<file path="config.mk">
export PLATFORM = sky130hd
export DESIGN_NAME = mem_req_stage_flat
export DESIGN_NICKNAME = d
export VERILOG_FILES = /design/src/rtl/mem_req_stage_if.sv /design/src/rtl/mem_req_stage.sv /design/src/flat_wrapper.sv
export SDC_FILE = /design/constraint.sdc
export NUM_CORES = 1
export LEC_CHECK = 0
export ABC_AREA = 1
export CAP_MARGIN = 20
export CORE_MARGIN = 2
export CORE_UTILIZATION = 25
export CTS_BUF_LIST = sky130_fd_sc_hd__clkbuf_8
export CTS_CLUSTER_DIAMETER = 150
export CTS_CLUSTER_SIZE = 14
export DETAILED_ROUTE_END_ITERATION = 8
export PLACE_DENSITY = 0.48
export SLEW_MARGIN = 20
export SYNTH_ARGS = -nofsm -noshare
export SYNTH_HDL_FRONTEND = slang
export SYNTH_SLANG_ARGS = --single-unit
</file>
<file path="constraint.sdc">
create_clock -name clk -period 2.28 [get_ports clk]
set_input_delay 0.456 -clock clk [delete_from_list [all_inputs] [get_ports clk]]
set_output_delay 0.456 -clock clk [all_outputs]
set_load 0.01 [all_outputs]
</file>
<file path="src/rtl/mem_req_stage_if.sv">
// Data-memory request/response bus between the MEM-stage issuer (master)
// and the data memory (slave).
interface mem_req_stage_if #(
    parameter int XLEN = 32
);
    logic [XLEN-1:0] dmem_addr;
    logic [3:0]      dmem_rmask;
    logic [3:0]      dmem_wmask;
    logic [XLEN-1:0] dmem_wdata;
    logic [XLEN-1:0] dmem_rdata;
    logic            dmem_resp;

    modport master (
        output dmem_addr, dmem_rmask, dmem_wmask, dmem_wdata,
        input  dmem_rdata, dmem_resp
    );

    modport slave (
        input  dmem_addr, dmem_rmask, dmem_wmask, dmem_wdata,
        output dmem_rdata, dmem_resp
    );
endinterface

</file>
<file path="src/rtl/mem_req_stage.sv">
// MEM-stage data-memory request initiator: one outstanding dmem access, stalls until
// the response strobe. Define MISALIGN_TRAP_EN to flag misaligned h/w accesses instead of issuing them.
module mem_req_stage #(
    parameter int XLEN = 32
) (
    input  logic              clk,
    input  logic              rst,
    input  logic              in_valid,
    input  logic              in_is_load,
    input  logic              in_is_store,
    input  logic [2:0]        in_funct3,
    input  logic [XLEN-1:0]   in_addr,
    input  logic [XLEN-1:0]   in_wdata,
    input  logic              flush,
    mem_req_stage_if.master   bus,
    output logic              stall,
    output logic              out_valid,
    output logic [XLEN-1:0]   out_rdata,
    output logic [1:0]        out_byte_off,
    output logic [2:0]        out_funct3,
    output logic              out_misalign
);
    localparam logic [0:0] IDLE = 1'b0;
    localparam logic [0:0] WAIT = 1'b1;

    logic [0:0]      state_reg, state_next;
    logic [XLEN-1:0] addr_reg;
    logic [XLEN-1:0] wdata_reg;
    logic            is_store_reg;
    logic [1:0]      off_reg;
    logic [2:0]      funct3_reg;
    logic            squash_reg;

    logic            out_valid_reg;
    logic [XLEN-1:0] out_rdata_reg;
    logic [1:0]      out_byte_off_reg;
    logic [2:0]      out_funct3_reg;
    logic            out_misalign_reg;

    logic            is_mem;
    logic            misalign;
    logic            issue;
    logic [3:0]      size_mask;
    logic [XLEN-1:0] wdata_form;

    assign is_mem = in_is_load | in_is_store;

`ifdef MISALIGN_TRAP_EN
    assign misalign = is_mem &
                      (((in_funct3[1:0] == 2'b01) & in_addr[0]) |
                       ((in_funct3[1:0] == 2'b10) & (in_addr[1:0] != 2'b00)));
`else
    assign misalign = 1'b0;
`endif

    assign issue = (state_reg == IDLE) & in_valid & is_mem & ~flush & ~misalign;

    // Halfword masks ignore off[0] and word masks ignore the offset entirely.
    always_comb begin
        size_mask = 4'b1111;
        case (in_funct3[1:0])
            2'b00:   size_mask = 4'b0001 << in_addr[1:0];
            2'b01:   size_mask = 4'b0011 << {in_addr[1], 1'b0};
            default: size_mask = 4'b1111;
        endcase
    end

    // Replicate the store operand so every enabled lane carries the right bytes.
    for (genvar gi = 0; gi < 4; gi++) begin : g_lane
        assign wdata_form[gi*8 +: 8] =
            (in_funct3[1:0] == 2'b00) ? in_wdata[7:0] :
            (in_funct3[1:0] == 2'b01) ? in_wdata[(gi % 2)*8 +: 8] :
                                        in_wdata[gi*8 +: 8];
    end

    always_comb begin
        bus.dmem_addr  = (state_reg == WAIT) ? addr_reg  : {in_addr[XLEN-1:2], 2'b00};
        bus.dmem_wdata = (state_reg == WAIT) ? wdata_reg : wdata_form;
        bus.dmem_rmask = (issue & in_is_load)  ? size_mask : 4'b0000;
        bus.dmem_wmask = (issue & in_is_store) ? size_mask : 4'b0000;
        stall          = issue | ((state_reg == WAIT) & ~bus.dmem_resp);
    end

    always_comb begin
        state_next = state_reg;
        if (state_reg == IDLE) begin
            if (issue) state_next = WAIT;
        end else begin
            if (bus.dmem_resp) state_next = IDLE;
        end
    end

    always_ff @(posedge clk) begin
        if (rst) begin
            state_reg        <= IDLE;
            addr_reg         <= '0;
            wdata_reg        <= '0;
            is_store_reg     <= 1'b0;
            off_reg          <= 2'b00;
            funct3_reg       <= 3'b000;
            squash_reg       <= 1'b0;
            out_valid_reg    <= 1'b0;
            out_rdata_reg    <= '0;
            out_byte_off_reg <= 2'b00;
            out_funct3_reg   <= 3'b000;
            out_misalign_reg <= 1'b0;
        end else begin
            state_reg     <= state_next;
            out_valid_reg <= 1'b0;
            if (state_reg == IDLE) begin
                if (issue) begin
                    addr_reg     <= {in_addr[XLEN-1:2], 2'b00};
                    wdata_reg    <= wdata_form;
                    is_store_reg <= in_is_store;
                    off_reg      <= in_addr[1:0];
                    funct3_reg   <= in_funct3;
                    squash_reg   <= 1'b0;
                end else if (in_valid & ~flush) begin
                    // Non-memory op or trapped misaligned access: single-cycle pass-through.
                    out_valid_reg    <= 1'b1;
                    out_rdata_reg    <= '0;
                    out_byte_off_reg <= in_addr[1:0];
                    out_funct3_reg   <= in_funct3;
                    out_misalign_reg <= misalign;
                end
            end else begin
                if (flush) squash_reg <= 1'b1;
                if (bus.dmem_resp) begin
                    out_valid_reg    <= ~(squash_reg | flush);
                    out_rdata_reg    <= is_store_reg ? '0 : bus.dmem_rdata;
                    out_byte_off_reg <= off_reg;
                    out_funct3_reg   <= funct3_reg;
                    out_misalign_reg <= 1'b0;
                    squash_reg       <= 1'b0;
                end
            end
        end
    end

    assign out_valid    = out_valid_reg;
    assign out_rdata    = out_rdata_reg;
    assign out_byte_off = out_byte_off_reg;
    assign out_funct3   = out_funct3_reg;
    assign out_misalign = out_misalign_reg;
endmodule
</file>
<file path="src/flat_wrapper.sv">
// flat-port wrapper written by rule: the top's interface ports become plain ports
module mem_req_stage_flat 
#(
    parameter int XLEN = 32
)
  (clk, rst, in_valid, in_is_load, in_is_store, in_funct3, in_addr, in_wdata, flush, stall, out_valid, out_rdata, out_byte_off, out_funct3, out_misalign, bus_dmem_addr, bus_dmem_rmask, bus_dmem_wmask, bus_dmem_wdata, bus_dmem_rdata, bus_dmem_resp);
  mem_req_stage_if #(.XLEN(XLEN)) bus_i ();
  input  logic clk;
  input  logic rst;
  input  logic in_valid;
  input  logic in_is_load;
  input  logic in_is_store;
  input  logic [2:0] in_funct3;
  input  logic [XLEN-1:0] in_addr;
  input  logic [XLEN-1:0] in_wdata;
  input  logic flush;
  output logic stall;
  output logic out_valid;
  output logic [XLEN-1:0] out_rdata;
  output logic [1:0] out_byte_off;
  output logic [2:0] out_funct3;
  output logic out_misalign;
  output wire logic [$bits(bus_i.dmem_addr)-1:0] bus_dmem_addr;
  output wire logic [$bits(bus_i.dmem_rmask)-1:0] bus_dmem_rmask;
  output wire logic [$bits(bus_i.dmem_wmask)-1:0] bus_dmem_wmask;
  output wire logic [$bits(bus_i.dmem_wdata)-1:0] bus_dmem_wdata;
  input wire logic [$bits(bus_i.dmem_rdata)-1:0] bus_dmem_rdata;
  input wire logic [$bits(bus_i.dmem_resp)-1:0] bus_dmem_resp;
  assign bus_dmem_addr = bus_i.dmem_addr;
  assign bus_dmem_rmask = bus_i.dmem_rmask;
  assign bus_dmem_wmask = bus_i.dmem_wmask;
  assign bus_dmem_wdata = bus_i.dmem_wdata;
  assign bus_i.dmem_rdata = bus_dmem_rdata;
  assign bus_i.dmem_resp = bus_dmem_resp;
  mem_req_stage #(.XLEN(XLEN)) u_core (.clk(clk), .rst(rst), .in_valid(in_valid), .in_is_load(in_is_load), .in_is_store(in_is_store), .in_funct3(in_funct3), .in_addr(in_addr), .in_wdata(in_wdata), .flush(flush), .bus(bus_i), .stall(stall), .out_valid(out_valid), .out_rdata(out_rdata), .out_byte_off(out_byte_off), .out_funct3(out_funct3), .out_misalign(out_misalign));
endmodule
</file>
==> results.txt, run 1 <==
- Yosys warns: 0
- Global routing finished with a remaining overflow of 0.
* Total via count after detailed routing: around 5.9k
- Summed over all nets, wire length on met3 after detailed routing comes to 1060 µm.
- The final-report hold violation count came to 0.
* DR DRC count: 0
- Die Area: 0.0221 mm²
- Site Rows: 52
- After synthesis, the mean cell area works out to about 6.5 µm².
* Diode count: 0
- Buffers placed on the I/O ports in this run total between 200 and 250.
- In the final design database the tool counted 1,132 nets.
* Detail-routed via count per cell: ~4.5
- Crit path arrival time: between 1500 and 2000 ps
- Layout Cells excl Fill: between 1k and 1.5k
- Clock Sinks: 108
- For this design the static power due to leakage is ~3.7 nW.
- The smallest clock period supported by the final layout is computed as between 2000 and 2500 ps.
- between 200 and 250 I/O pins were placed.
- In the final routed layout, each cell accounts on average for 15.6 µm.
* Number of placed instances, taps included: 1,268
- The first routing iteration left between 300 and 400 violations.
* Highest ir drop seen on vdd: ~0.28 mV
* H-tree Lvls: 3
* Post-CTS Hold Buffers: 0
- In the final routing, the length of wire on met1 measures roughly 9600 µm.
- The initial antenna violation count came to 0.
* Yosys reg bits: about 110
* CORE AREA: around 0.02 mm²
- Ratio of final minimum period to clock period: 0.971
* Max Fanout on Critical Path: 3
* Highest clock frequency the design can meet: approximately 450 MHz
- The count of nets left with antenna violations once routing finished came out at 0.
* Initial core utilization: 0.257
- The number of global-route vias before repair is about 5.6k.
- Number of detailed-route iterations in the first pass: 4
- Headroom to the max-slew limit came out at 0.481.
- Count of mapped cells out of synthesis: 803
* Cell area after synthesis: 0.00524 mm²
- The share of the Yosys chip area taken by registers is 0.413.
* Clock root buffer: clkbuf_8
- Height of the die: roughly 150 µm
- Crit. End Element: primary output
* Clock-pin slew of the registers on the worst-case setup and hold paths: 110 ps
- Summed over all layers, the routed wires come to 20,200 µm.
- The max-slew violation count was 0.
* Number of setup violations in the final report: 0
- Maximum capacitance violations: 0
- Crit path kind: input pin to primary output
* Setup TNS: 0 ps
- Post-DP HPWL: approximately 13,000 µm
- Routability congestion estimate from global placement: about 0.81
- In this run the horizontal extent of the chip is 149 µm.
* Number of fill cells: 2,172
- Tightest Pin Transition: slightly below 800 ps
- Of the cells placed in the final design, the portion with a size suffix greater than 1 is 0.114.
- Worst clock skew: just over 10 ps
* Skew-Pair Late Insertion Delay: 380 ps
- First-pass GRT wire length: 30,900 µm
* Critical Path RT: 1820 ps
* CP startpoint kind: input pin
* Number of distinct library cells after synthesis: 20
- The path class of the tightest hold or removal check is register to register.
- In the global route stage, overall resource usage came out at 0.177.
* Clock tree from TritonCTS: built
* Maximum clock insertion buffer count: 2
- The run finished with clean final reports.
* Cell Pwr Density: ~520 mW/mm²
- Topmost layer with routed signal wires: met4
- TritonCTS created 9 clock buffers.
- The routed design uses approximately 9400 µm of met2 wire.
- Relative to the synthesized area, the layout overhead comes to 58.7%.
- Maximum number of pins on one net before global-route repair: 71
[final timing paths]
path / from / endpoint / slack [ps] / depth (start not counted)
worst max-delay path: in_wdata[6] / bus_dmem_wdata[22] / 70 / 7
worst min register to register: u_core.is_store_reg / u_core.is_store_reg / 470 / 2
worst max register to register: u_core.state_reg / u_core.addr_reg[20] / 400 / 6
worst min-delay path: u_core.is_store_reg / u_core.is_store_reg / 470 / 2
[where the power goes]
part / switching (mW) / total (mW) / internal (mW)
Clock: 0.697 / 1.20 / 0.505
Combinational: 0.551 / 1.10 / 0.547
Sequential: 0.0518 / 2.03 / 1.98
[repair_timing]
item,CTS,global route
endpoints found under the setup margin,71,55
setup buffers,5,5
cloned,3,4
resized for setup,79,66
pin swaps,1,2
[critical path, stage by stage]
cell	delay, ps
clkdlybuf4s50_1	540
inv_1	80
o21ai_0	140
buf_4	140
nand2_1	40
nand2_1	80
dlygate4sd2_1	280
[final cells by class]
cell class	count	area, µm²	area share
well taps	270	338	0.0407
clock buffers	9	124	0.0149
multi-input cells	604	2710	0.326
clock inverters	7	66.3	0.00798
flip-flops and latches	108	2170	0.261
repair inverters	1	8.76	0.00105
inverters	25	106	0.0128
repair buffers	277	2790	0.336
[kinds of logic after synthesis]
group / count (synthesis) / share of synthesized area
simple gates: 453 / 0.359
other cells: 1 / 0.000716
buf+inv: 93 / 0.0837
compound gates: 148 / 0.143
flops: 108 / 0.413
[cells in the final DEF, fill, tap and decap left out, types with 2 or more instances in the layout]
cell type	instances
buf_2	2
nand4_1	33
clkbuf_2	10
nor2_1	142
nor2_2	2
a31oi_1	4
a21oi_1	53
inv_6	2
clkdlybuf4s50_1	141
clkdlybuf4s15_1	7
nand2_1	219
buf_12	4
conb_1	3
o21ai_0	52
clkbuf_8	9
nor2_4	2
clkbuf_16	3
dfxtp_1	107
nand3_1	43
a31oi_2	3
dlygate4sd2_1	26
dlymetal6s2s_1	26
buf_16	3
nand2_2	5
o21ai_1	34
nand3_2	7
clkinv_2	4
clkdlybuf4s15_2	2
inv_1	23
buf_4	50
[synthesized netlist by cell type]
cell type,instances,area share
buf_6,4,0.0086
inv_1,24,0.017
dfxtp_1,108,0.41
buf_4,6,0.0086
conb_1,1,0.00072
nor2_1,142,0.10
a21oi_1,53,0.051
nand4_1,33,0.039
o21ai_0,62,0.059
o21ai_1,25,0.024
nand3_1,47,0.045
nor2_4,2,0.0043
buf_2,27,0.026
buf_1,3,0.0022
inv_4,1,0.0012
clkbuf_1,28,0.020
nor2_2,2,0.0024
nand2_1,224,0.16
nand3_2,3,0.0057
a31oi_1,8,0.0096
[layer usage]
metal | up-vias | track usage
li1 | 3054 | -
met4 | 0 | 0.0462
met1 | 2679 | 0.244
met2 | 142 | 0.280
met3 | 11 | 0.0411
met5 | - | 0
[through the flow]
step | hold slack (ps) | setup slack [ps] | cell area [µm²] | power [mW] | util
3_3_place_gp | 453 | -485 | 7790 | 3.17 | 0.382
6_report | 470 | 65.9 | 8310 | 4.34 | 0.408
2_1_floorplan | 445 | 686 | 5240 | 2.55 | -
3_5_place_dp | 457 | -513 | 7790 | 3.16 | 0.382
5_1_grt | 486 | -1.20 | 8310 | 4.59 | 0.408
4_1_cts | 474 | -1.09 | 8100 | 4.40 | 0.398
No activity file was read; power rests on OpenSTA's default activity.
==> inputs of run 2 (changes only) <==
CAP_MARGIN = unset   (was 20)
HOLD_SLACK_MARGIN = 0.1   (was unset)
==> results of run 2 <==
No change in the layout: final DEF, timing and power equal those of run 1.
